### src/rtl/prod_accum_ctrl.sv
// ---------------------------------------------------------------------------
// prod_accum_ctrl : sequences chunked tree ops and folds results into a sum.
// Revision 1.0
// ---------------------------------------------------------------------------
`default_nettype none

module prod_accum_ctrl #(
  parameter int DATA_WIDTH = 32,
  parameter int MAX_CHUNKS = 16,
  parameter int CHUNK_W    = 5,
  parameter int TIMEOUT    = 255
) (
  input  logic                  clk,
  input  logic                  rst,
  input  logic                  start_i,
  input  logic                  start_op_sel_i,
  input  logic [CHUNK_W-1:0]    start_num_chunks_i,
  output logic                  busy_o,
  output logic                  chunk_req_o,
  output logic [CHUNK_W-1:0]    chunk_idx_o,
  input  logic                  chunk_rdy_i,
  output logic                  tree_en_o,
  output logic                  tree_op_sel_o,
  input  logic [DATA_WIDTH-1:0] tree_data_i,
  input  logic                  tree_vld_i,
  output logic                  acc_en_o,
  output logic [DATA_WIDTH-1:0] acc_a_o,
  output logic [DATA_WIDTH-1:0] acc_b_o,
  input  logic [DATA_WIDTH-1:0] acc_data_i,
  input  logic                  acc_vld_i,
  output logic [DATA_WIDTH-1:0] result_o,
  output logic                  result_vld_o,
  output logic                  err_timeout_o
);

  localparam int                  WD_W      = $clog2(TIMEOUT + 1);
  localparam logic [WD_W-1:0]     C_WD_LAST = WD_W'(TIMEOUT - 1);
  localparam logic [CHUNK_W-1:0]  C_MAX_N   = CHUNK_W'(MAX_CHUNKS);

  typedef enum logic [2:0] {
    S_IDLE      = 3'd0,
    S_FETCH     = 3'd1,
    S_FIRE      = 3'd2,
    S_WAIT_TREE = 3'd3,
    S_ACCUM     = 3'd4,
    S_WAIT_ACC  = 3'd5,
    S_DONE      = 3'd6
  } state_t;

  state_t                state_q,  state_d;
  logic                  op_sel_q, op_sel_d;
  logic [CHUNK_W-1:0]    num_q,    num_d;
  logic [CHUNK_W-1:0]    idx_q,    idx_d;
  logic [DATA_WIDTH-1:0] sum_q,    sum_d;
  logic [DATA_WIDTH-1:0] chunk_q,  chunk_d;
  logic [DATA_WIDTH-1:0] result_q, result_d;
  logic                  rvld_q,   rvld_d;
  logic                  err_q,    err_d;
  logic [WD_W-1:0]       wdog_q,   wdog_d;

  logic [CHUNK_W-1:0]    w_num_sat;
  logic                  w_last;

  assign w_num_sat = (start_num_chunks_i > C_MAX_N) ? C_MAX_N : start_num_chunks_i;
  assign w_last    = (idx_q == (num_q - CHUNK_W'(1)));

  always_comb begin
    state_d  = state_q;
    op_sel_d = op_sel_q;
    num_d    = num_q;
    idx_d    = idx_q;
    sum_d    = sum_q;
    chunk_d  = chunk_q;
    result_d = result_q;
    rvld_d   = 1'b0;
    err_d    = 1'b0;
    wdog_d   = '0;

    case (state_q)
      S_IDLE: begin
        if (start_i) begin
          op_sel_d = start_op_sel_i;
          num_d    = w_num_sat;
          idx_d    = '0;
          if (w_num_sat == '0) begin
            sum_d   = '0;
            state_d = S_DONE;
          end else begin
            state_d = S_FETCH;
          end
        end
      end
      S_FETCH: begin
        if (chunk_rdy_i) state_d = S_FIRE;
      end
      S_FIRE: state_d = S_WAIT_TREE;
      S_WAIT_TREE: begin
        // A valid in the final watchdog cycle takes priority over the abort.
        if (tree_vld_i) begin
          chunk_d = tree_data_i;
          if (idx_q == '0) begin
            sum_d = tree_data_i;
            if (w_last) begin
              state_d = S_DONE;
            end else begin
              idx_d   = idx_q + CHUNK_W'(1);
              state_d = S_FETCH;
            end
          end else begin
            state_d = S_ACCUM;
          end
        end else if (wdog_q == C_WD_LAST) begin
          err_d   = 1'b1;
          state_d = S_IDLE;
        end else begin
          wdog_d = wdog_q + WD_W'(1);
        end
      end
      S_ACCUM: state_d = S_WAIT_ACC;
      S_WAIT_ACC: begin
        if (acc_vld_i) begin
          sum_d = acc_data_i;
          if (w_last) begin
            state_d = S_DONE;
          end else begin
            idx_d   = idx_q + CHUNK_W'(1);
            state_d = S_FETCH;
          end
        end else if (wdog_q == C_WD_LAST) begin
          err_d   = 1'b1;
          state_d = S_IDLE;
        end else begin
          wdog_d = wdog_q + WD_W'(1);
        end
      end
      S_DONE: begin
        result_d = sum_q;
        rvld_d   = 1'b1;
        state_d  = S_IDLE;
      end
      default: state_d = S_IDLE;
    endcase
  end

  always_ff @(posedge clk) begin
    if (rst) begin
      state_q  <= S_IDLE;
      op_sel_q <= 1'b0;
      num_q    <= '0;
      idx_q    <= '0;
      sum_q    <= '0;
      chunk_q  <= '0;
      result_q <= '0;
      rvld_q   <= 1'b0;
      err_q    <= 1'b0;
      wdog_q   <= '0;
    end else begin
      state_q  <= state_d;
      op_sel_q <= op_sel_d;
      num_q    <= num_d;
      idx_q    <= idx_d;
      sum_q    <= sum_d;
      chunk_q  <= chunk_d;
      result_q <= result_d;
      rvld_q   <= rvld_d;
      err_q    <= err_d;
      wdog_q   <= wdog_d;
    end
  end

  // DONE counts as busy; the result/error pulse lands in the following IDLE cycle.
  assign busy_o        = (state_q != S_IDLE);
  assign chunk_req_o   = (state_q == S_FETCH);
  assign tree_en_o     = (state_q == S_FIRE);
  assign acc_en_o      = (state_q == S_ACCUM);
  assign chunk_idx_o   = idx_q;
  assign tree_op_sel_o = op_sel_q;
  assign acc_a_o       = sum_q;
  assign acc_b_o       = chunk_q;
  assign result_o      = result_q;
  assign result_vld_o  = rvld_q;
  assign err_timeout_o = err_q;

endmodule

`default_nettype wire

### config.mk
export PLATFORM = sky130hd
export DESIGN_NAME = prod_accum_ctrl
export DESIGN_NICKNAME = d
export VERILOG_FILES = /design/src/rtl/prod_accum_ctrl.sv
export SDC_FILE = /design/constraint.sdc
export NUM_CORES = 1
export LEC_CHECK = 0
export BUFFER_PORTS_ARGS = -buffer_cell sky130_fd_sc_hd__buf_2
export CAP_MARGIN = 20
export CORE_UTILIZATION = 50
export CTS_CLUSTER_DIAMETER = 150
export DETAILED_ROUTE_END_ITERATION = 12
export PLACE_DENSITY_LB_ADDON = 0.2
export SKIP_CTS_REPAIR_TIMING = 1
export SYNTH_ARGS = -nofsm -noshare
export SYNTH_HDL_FRONTEND = slang
export SYNTH_SLANG_ARGS = --single-unit
### constraint.sdc
create_clock -name clk -period 2.7 [get_ports clk]
set_input_delay 0.54 -clock clk [delete_from_list [all_inputs] [get_ports clk]]
set_output_delay 0.54 -clock clk [all_outputs]
set_load 0.05 [all_outputs]
## After elaboration in Yosys (flattened, before gate mapping)

Cells that the tools add are included.

- Register bits after elaboration: 120
- Bits in latches: 0
- Bits in writable memories: 0
- Bits in read-only memories: 0
- Input port bits: 76
- Memories: 0

- Add/sub/neg operators: 3
- Multipliers: 0
- Divide/modulo/power cells: 0
- Magnitude comparators: 1
- Equal/unequal tests: 14
- Shifts and indexed selects: 0
- Multiplexer cells: 31
- Bitwise logic cells: 0
- Reduce and logical (&&, ||, !) cells: 10

Operators by type and width:

| cell | number |
|---|---|
| 32-bit 2-to-1 mux | 5 |
| 32-bit case mux with 3 select lines | 1 |
| 5-bit 2-to-1 mux | 6 |
| 3-bit 2-to-1 mux | 8 |
| 8-bit 2-to-1 mux | 3 |
| 3-bit case mux with 6 select lines | 1 |
| 8-bit case mux with 2 select lines | 1 |
| 5-bit case mux with 3 select lines | 1 |
| 5-bit zero test | 2 |
| 2-bit inequality test, second input constant | 5 |
| 3-bit == test, second input constant | 3 |
| 8-bit by 1-bit adder with 8-bit output, second input constant | 1 |
| 8-bit == test, second input constant | 1 |
| 3-bit by 2-bit == test with 1-bit output, second input constant | 2 |
| 2-bit AND reduction | 3 |
| 6-bit AND reduction | 1 |
| 3-bit nonzero test | 2 |
| 5-bit by 1-bit adder with 5-bit output, second input constant | 1 |
| 5-bit == test | 1 |
| 5-bit > comparator, second input constant | 1 |
| 5-bit AND reduction | 1 |
| 5-bit by 1-bit subtractor with 5-bit output, second input constant | 1 |
| 1-bit 2-to-1 mux | 4 |
| 3-bit by 1-bit == test with 1-bit output, second input constant | 1 |
| other kinds (3) | 3 |

## Longest topological paths before layout

Gate-level depths: netlist of run 1.

- Word-level depth: 6
- Depth in mapped cells: 9

## Worst setup path before layout of run 1

No wires, ideal clock.

- Path kind: register to output
- From: register state_q[1]
- To: output port tree_en_o
- Data arrival time: 1.881 ns
- Data required time: 2.160 ns
- Setup slack: 0.279 ns
- Stages on the path, launching flop included: 3
- Path buffers: 1
- Cells stage by stage: dfxtp_1 -> clkbuf_1 -> nor3b_1

- Longest elaborated chain between the ends: 1

Ends and longest elaborated chain:

| element | line | source |
|---|---|---|
| from (decl) | 50 | `state_t state_q, state_d;` |
| from (signal assigned) | 158 | `state_q <= state_d;` |
| 3-bit by 2-bit == test with 1-bit output | 174 | `assign tree_en_o = (state_q == S_FIRE);` |
| to (decl) | 22 | `output logic tree_en_o,` |

Every way passes these cells.

## Final worst setup path of run 1

- From: register state_q[1]
- To: register sum_q[22] (netlist: acc_a_o[22])

- Longest elaborated chain between the ends: 3
- Elaborated cells between the ends (all ways): 11
- Those cells by class: eq/ne (7); mux (1); reduce/logical (3)

Ends and longest elaborated chain:

| element | line | source |
|---|---|---|
| 3-bit by 2-bit == test with 1-bit output (tied with other cells) | 79 | `case (state_q)` |
| 2-bit inequality test (no line) or 3-bit nonzero test (tied branches) | n/a |  |
| 6-bit AND reduction (no line) | n/a |  |
| to (signal assigned) | 162 | `sum_q <= sum_d;` |
| to (decl) | 54 | `logic [DATA_WIDTH-1:0] sum_q, sum_d;` |

Several ways; a longest one is shown, not always the timed one.
A chain may end at the register's enable or synchronous reset.

==> results of run 1 <==
[routing by layer]
layer	share of wire	vias to the layer above
met5	0	-
met4	0.018	0
met3	0.063	22
met2	0.49	195
met1	0.43	2298
li1	-	2365
[state kept, by name, indices dropped and copies added (netlist names)]
register       flops
acc_b_o           32
result_o          32
num_q              5
result_vld_o       1
state_q            3
wdog_q             8
err_timeout_o      1
chunk_idx_o        5
acc_a_o           32
tree_op_sel_o      1
[final cells by class]
cell class	count	area [um2]	share of cell area
multi-input combinational	413	2400	0.361
tap	133	166	0.0250
sequential	120	2400	0.361
clock buffer	22	453	0.0680
timing repair buffer	200	1060	0.159
clock inverter	9	148	0.0222
inverter	7	26.3	0.00395
[kinds of logic (layout without fill, tap and decap cells)]
kind of cell,Yosys count,in the layout,synth area share
flip-flops,120,120,0.477
XOR/XNOR,14,14,0.0271
AO/OA/AOI/OAI,160,160,0.232
buffers and inverters,52,238,0.0482
adder cells (fa/ha/maj),5,5,0.0124
AND/OR/NAND/NOR,234,234,0.204
[worst register-to-register path, stage by stage, from the launching register on]
cell and delay (ns):
dfxtp_1 0.63, and3b_1 0.53, a211o_1 0.25, o211a_4 0.20
buf_4 0.31, nor2_1 0.11, a211oi_2 0.20
[metrics by stage]
stage / total power, mW / setup slack (ns)
after floorplan: 2.82 / 0.279
after global placement: 3.06 / 0.583
after detailed placement: 3.09 / 0.440
after CTS: 5.39 / 0.407
after global routing: 5.56 / 0.230
final: 5.37 / 0.387
[power groups by stage]
stage,logic (mW),clock network (mW),registers [mW]
floorplan,0.494,0,2.33
finish,1.09,2.30,1.98
CTS,1.08,2.33,1.98
global placement,1.05,0,2.01
detailed placement,1.08,0,2.01
global route,1.15,2.41,1.99
[layout by cell type, fill, tap and decap left out, types with 2 or more instances in the layout]
master	instances
nand3_1	8
xor2_1	7
and2_1	4
xnor2_1	6
clkbuf_8	3
a21oi_1	78
dfxtp_1	120
or2_2	3
o21ai_0	6
buf_4	17
clkinv_2	4
a22oi_1	33
a211oi_2	32
clkbuf_1	3
a211o_1	2
ha_1	5
inv_1	7
nand2_1	141
clkbuf_16	16
and3b_1	2
nor3_1	4
or3_1	6
and4_1	2
nor2_1	47
buf_2	182
nand3b_1	6
bufinv_16	4
nor3b_1	6
[worst max-delay path by stage]
stage,start,endpoint,cells after the start
finish,state_q[1],acc_a_o[22],6
global route,state_q[1],acc_a_o[21],6
CTS,state_q[1],acc_a_o[31],6
detailed placement,state_q[1],acc_a_o[31],6
global placement,state_q[1],acc_a_o[22],6
floorplan,state_q[1],tree_en_o,2
==> reports/metrics.yaml, run 1 <==
status: "completed"
ys_types: 40
instances_no_fill: 904
cts_tree: "built"
fill_cells: 816
syn_inst: 585
fp-row-count: 36
worst_slew_pin_slew_ns: 0.676
grt-ovfl-total: 0
finalCritPeriodShare: 0.857
hold_start: "start_op_sel_i"
period_needed_ns: 2.31
critical_path.max_fanout: 24
syn_area_mm2: 0.00504
cts-root-buf: "clkbuf_8"
synth_top_area_share: 0.477
synth_seq_cells: 120
drv_cap: 0
avgSynthCellArea_um2: 8.61
design_area_mm2: 0.00666
post-route-util: 0.681
wire_per_inst_um: 15.3
grt_pass1_wl_um: 21300
seq_power_share: 0.369
synthTopCellsByArea: "dfxtp_1, nand2_1, a211oi_2, a21oi_1, a22oi_1"
diodes: 0
syn_to_final_growth_pct: 32.1
finalSetupTns_ns: 0
holdPathStages: 3
insertion_delay_ns: 0.51
clkPwrFrac: 0.429
wl_um: 13900
finalHoldViolations: 0
rr_worst_depth: 6
critPathKind: "flip-flop to flip-flop"
r2r_slack_ns: 0.39
fmax_mhz: 432
holdWs_ns: 0.263
synth_warnings: 0
cts_buffers: 17
ys_seq_area_frac: 0.477
crit_family: "compound AO/OA/AOI/OAI gates"
grt_use_met2: 0.431
io_buffers: 183
antenna_left: 0
drtIter0Drc: 205
cts_max_level: 4
vias: 4880
worstHoldPathType: "input pin to flip-flop"
worst-path-buf-inv: 1
post_dp_cell_area_mm2: 0.00606
relSlewSlack: 0.549
r2r-end: "acc_a_o[22]"
ios: 184
switching_share: 0.303
power_per_cell_area_mw_per_mm2: 806
crit_path_end_kind: "flip-flop"
cts_sinks: 120
intPower_mw: 3.74
p_comb_frac: 0.202
max-vdd-ir-drop_mv: 0.415
whs_endpoint: "tree_op_sel_o"
rsz0062_at_grt: "false"
crit_required_ns: 3.13
final_nets: 840
use_met1: 0.326
worstPathCellList: "and3b_1, a211o_1, o211a_4, buf_4, nor2_1, a211oi_2"
start_kind: "flip-flop"
dieHeight_um: 102
ys.flop_type: "dfxtp_1"
viasPerCell: 5.40
synthTopCellsByCount: "nand2_1, dfxtp_1, a21oi_1, nor2_1, clkbuf_1"
place.gp.congestion: 0.837
gr-usage-all-layers: 0.264
yosysMostFrequentCell: "nand2_1"
yosysTopAreaCell: "dfxtp_1"
drive_above_1_share: 0.349
synth-edff-count: 0
core_area_mm2: 0.00977
cpMaxStageDelayCell: "dfxtp_1"
die_area_mm2: 0.0105
clkTransAtPathRegs_ns: 0.06
clock_skew_ns: 0.00636
crit_arrival_ns: 2.74
grt-busiest-layer: "met2"
grt_use_met3: 0.0807
hpwl_um: 9740
first_global_vias: 4501
netSwitchingPower_mw: 1.63
cts_buffer_depth: 2
syn_nets: 666
cpPeakStageDelay_ns: 0.63
slew_viol_final: 0
dr.pass1.iters: 5
finalSetupViolCount: 0
antenna_found_initial: 0
drc: 0
reg2reg_from: "state_q[1]"
place_inst: 873
initial_core_util: 0.515
die_x_um: 102
grt_max_degree: 50
leakagePower_nw: 2.74
async_reset_ff_frac: 0
Power figures use the tool's default switching activity.
==> inputs of run 2 (changes only) <==
--- a/config.mk
+++ b/config.mk
@@ -7,7 +7,9 @@
 export LEC_CHECK = 0
 export BUFFER_PORTS_ARGS = -buffer_cell sky130_fd_sc_hd__buf_2
 export CAP_MARGIN = 20
-export CORE_UTILIZATION = 50
+export CELL_PAD_IN_SITES_DETAIL_PLACEMENT = 1
+export CELL_PAD_IN_SITES_GLOBAL_PLACEMENT = 1
+export CORE_UTILIZATION = 38
 export CTS_CLUSTER_DIAMETER = 150
 export DETAILED_ROUTE_END_ITERATION = 12
 export PLACE_DENSITY_LB_ADDON = 0.2
==> run 2 against run 1 <==
Net effect: worst hold slack improved by 0.11 ns; total power is 3.8% lower; critical path depth stayed put; via count barely moved; sequential share of layout area is 0.20 points higher; highest routed layer is now met5.
==> reports/metrics.yaml, run 2 (same netlist as run 1, synthesis figures left out) <==
status: "completed"
grt_pass1_wl_um: 24700
leakagePower_nw: 2.69
fmax_mhz: 425
worstHoldPathType: "input pin to flip-flop"
viasPerCell: 5.19
cts-root-buf: "clkbuf_16"
holdWs_ns: 0.375
antenna_found_initial: 1
wl_um: 15900
clkTransAtPathRegs_ns: 0.05
post-route-util: 0.518
finalSetupViolCount: 0
worst_slew_pin_slew_ns: 0.710
finalHoldViolations: 0
cts_tree: "built"
grt-busiest-layer: "met2"
grt_max_degree: 53
die_area_mm2: 0.0137
reg2reg_from: "state_q[2]"
drv_cap: 0
crit_path_end_kind: "flip-flop"
cts_buffers: 17
relSlewSlack: 0.527
wire_per_inst_um: 17.0
p_total_mw: 5.16
critPathKind: "flip-flop to flip-flop"
die_x_um: 117
gr-usage-all-layers: 0.237
layout_commonest_cell: "buf_2"
grt_use_met2: 0.405
cts_buffer_depth: 2
initial_core_util: 0.394
hpwl_um: 11000
vias: 4879
clock_skew_ns: 0.00827
fp-row-count: 41
ios: 184
use_met1: 0.283
syn_to_final_growth_pct: 31.4
core_area_mm2: 0.0128
crit_arrival_ns: 2.68
crit_required_ns: 3.03
grt-ovfl-total: 0
final_cell_mix: "buf_2, nand2_1, dfxtp_1, a21oi_1, nor2_1"
cts_sinks: 120
dieHeight_um: 117
power_per_cell_area_mw_per_mm2: 780
antenna_left: 0
final_nets: 836
dr.pass1.iters: 4
io_buffers: 183
max-vdd-ir-drop_mv: 0.424
period_needed_ns: 2.35
finalSetupTns_ns: 0
drtIter0Drc: 234
start_kind: "flip-flop"
drc: 0
drive_above_1_share: 0.339
finalCritPeriodShare: 0.871
post-place-ws_ns: 0.351
critical_path.max_fanout: 38
rr_worst_depth: 6
hold_start: "start_op_sel_i"
cts_max_level: 4
startpoint: "state_q[2]"
rsz0062_at_grt: "false"
worst_slack_ns: 0.347
slew_viol_final: 0
place.gp.congestion: 0.819
grt_use_met3: 0.0700
first_global_vias: 4888
insertion_delay_ns: 0.41
holdPathStages: 3
==> run 2: power by group <==
group	switching, mW	internal, mW
Combinational	0.770	0.314
Clock	0.761	1.33
Sequential	0.103	1.88
==> run 2: critical path, stage by stage, from the launching register on <==
cell and delay (ns):
dfxtp_1 0.48, nor4b_4 0.62, a211o_1 0.22, o211a_4 0.18
buf_4 0.41, nor2_1 0.12, a211oi_2 0.22
==> run 2: worst paths after layout <==
path | endpoint | slack, ns
max | acc_a_o[18] | 0.35
min | tree_op_sel_o | 0.38
max reg2reg | acc_a_o[18] | 0.35
min reg2reg | result_o[11] | 0.45
==> run 2: cell type report <==
cell class / count / area [um2]
Fill cell: 1553 / 6150
Multi-Input combinational cell: 413 / 2410
Sequential cell: 120 / 2400
Timing Repair Buffer: 196 / 1030
Clock buffer: 28 / 497
Tap cell: 172 / 215
Clock inverter: 3 / 40.0
Inverter: 7 / 26.3
Antenna cell: 1 / 2.50
==> run 2: metrics by stage <==
stage / instance area [um2] / cells
detailed placement: 6080 / 908
CTS: 6620 / 939
global route: 6620 / 939
global placement: 6080 / 908
finish: 6620 / 940
floorplan: 5040 / 585
==> run 2: layer usage <==
layer  share of wire  vias up
met2            0.49      133
met1            0.44     2372
met5         0.00082        -
met3           0.057       17
li1                -     2355
met4           0.011        2
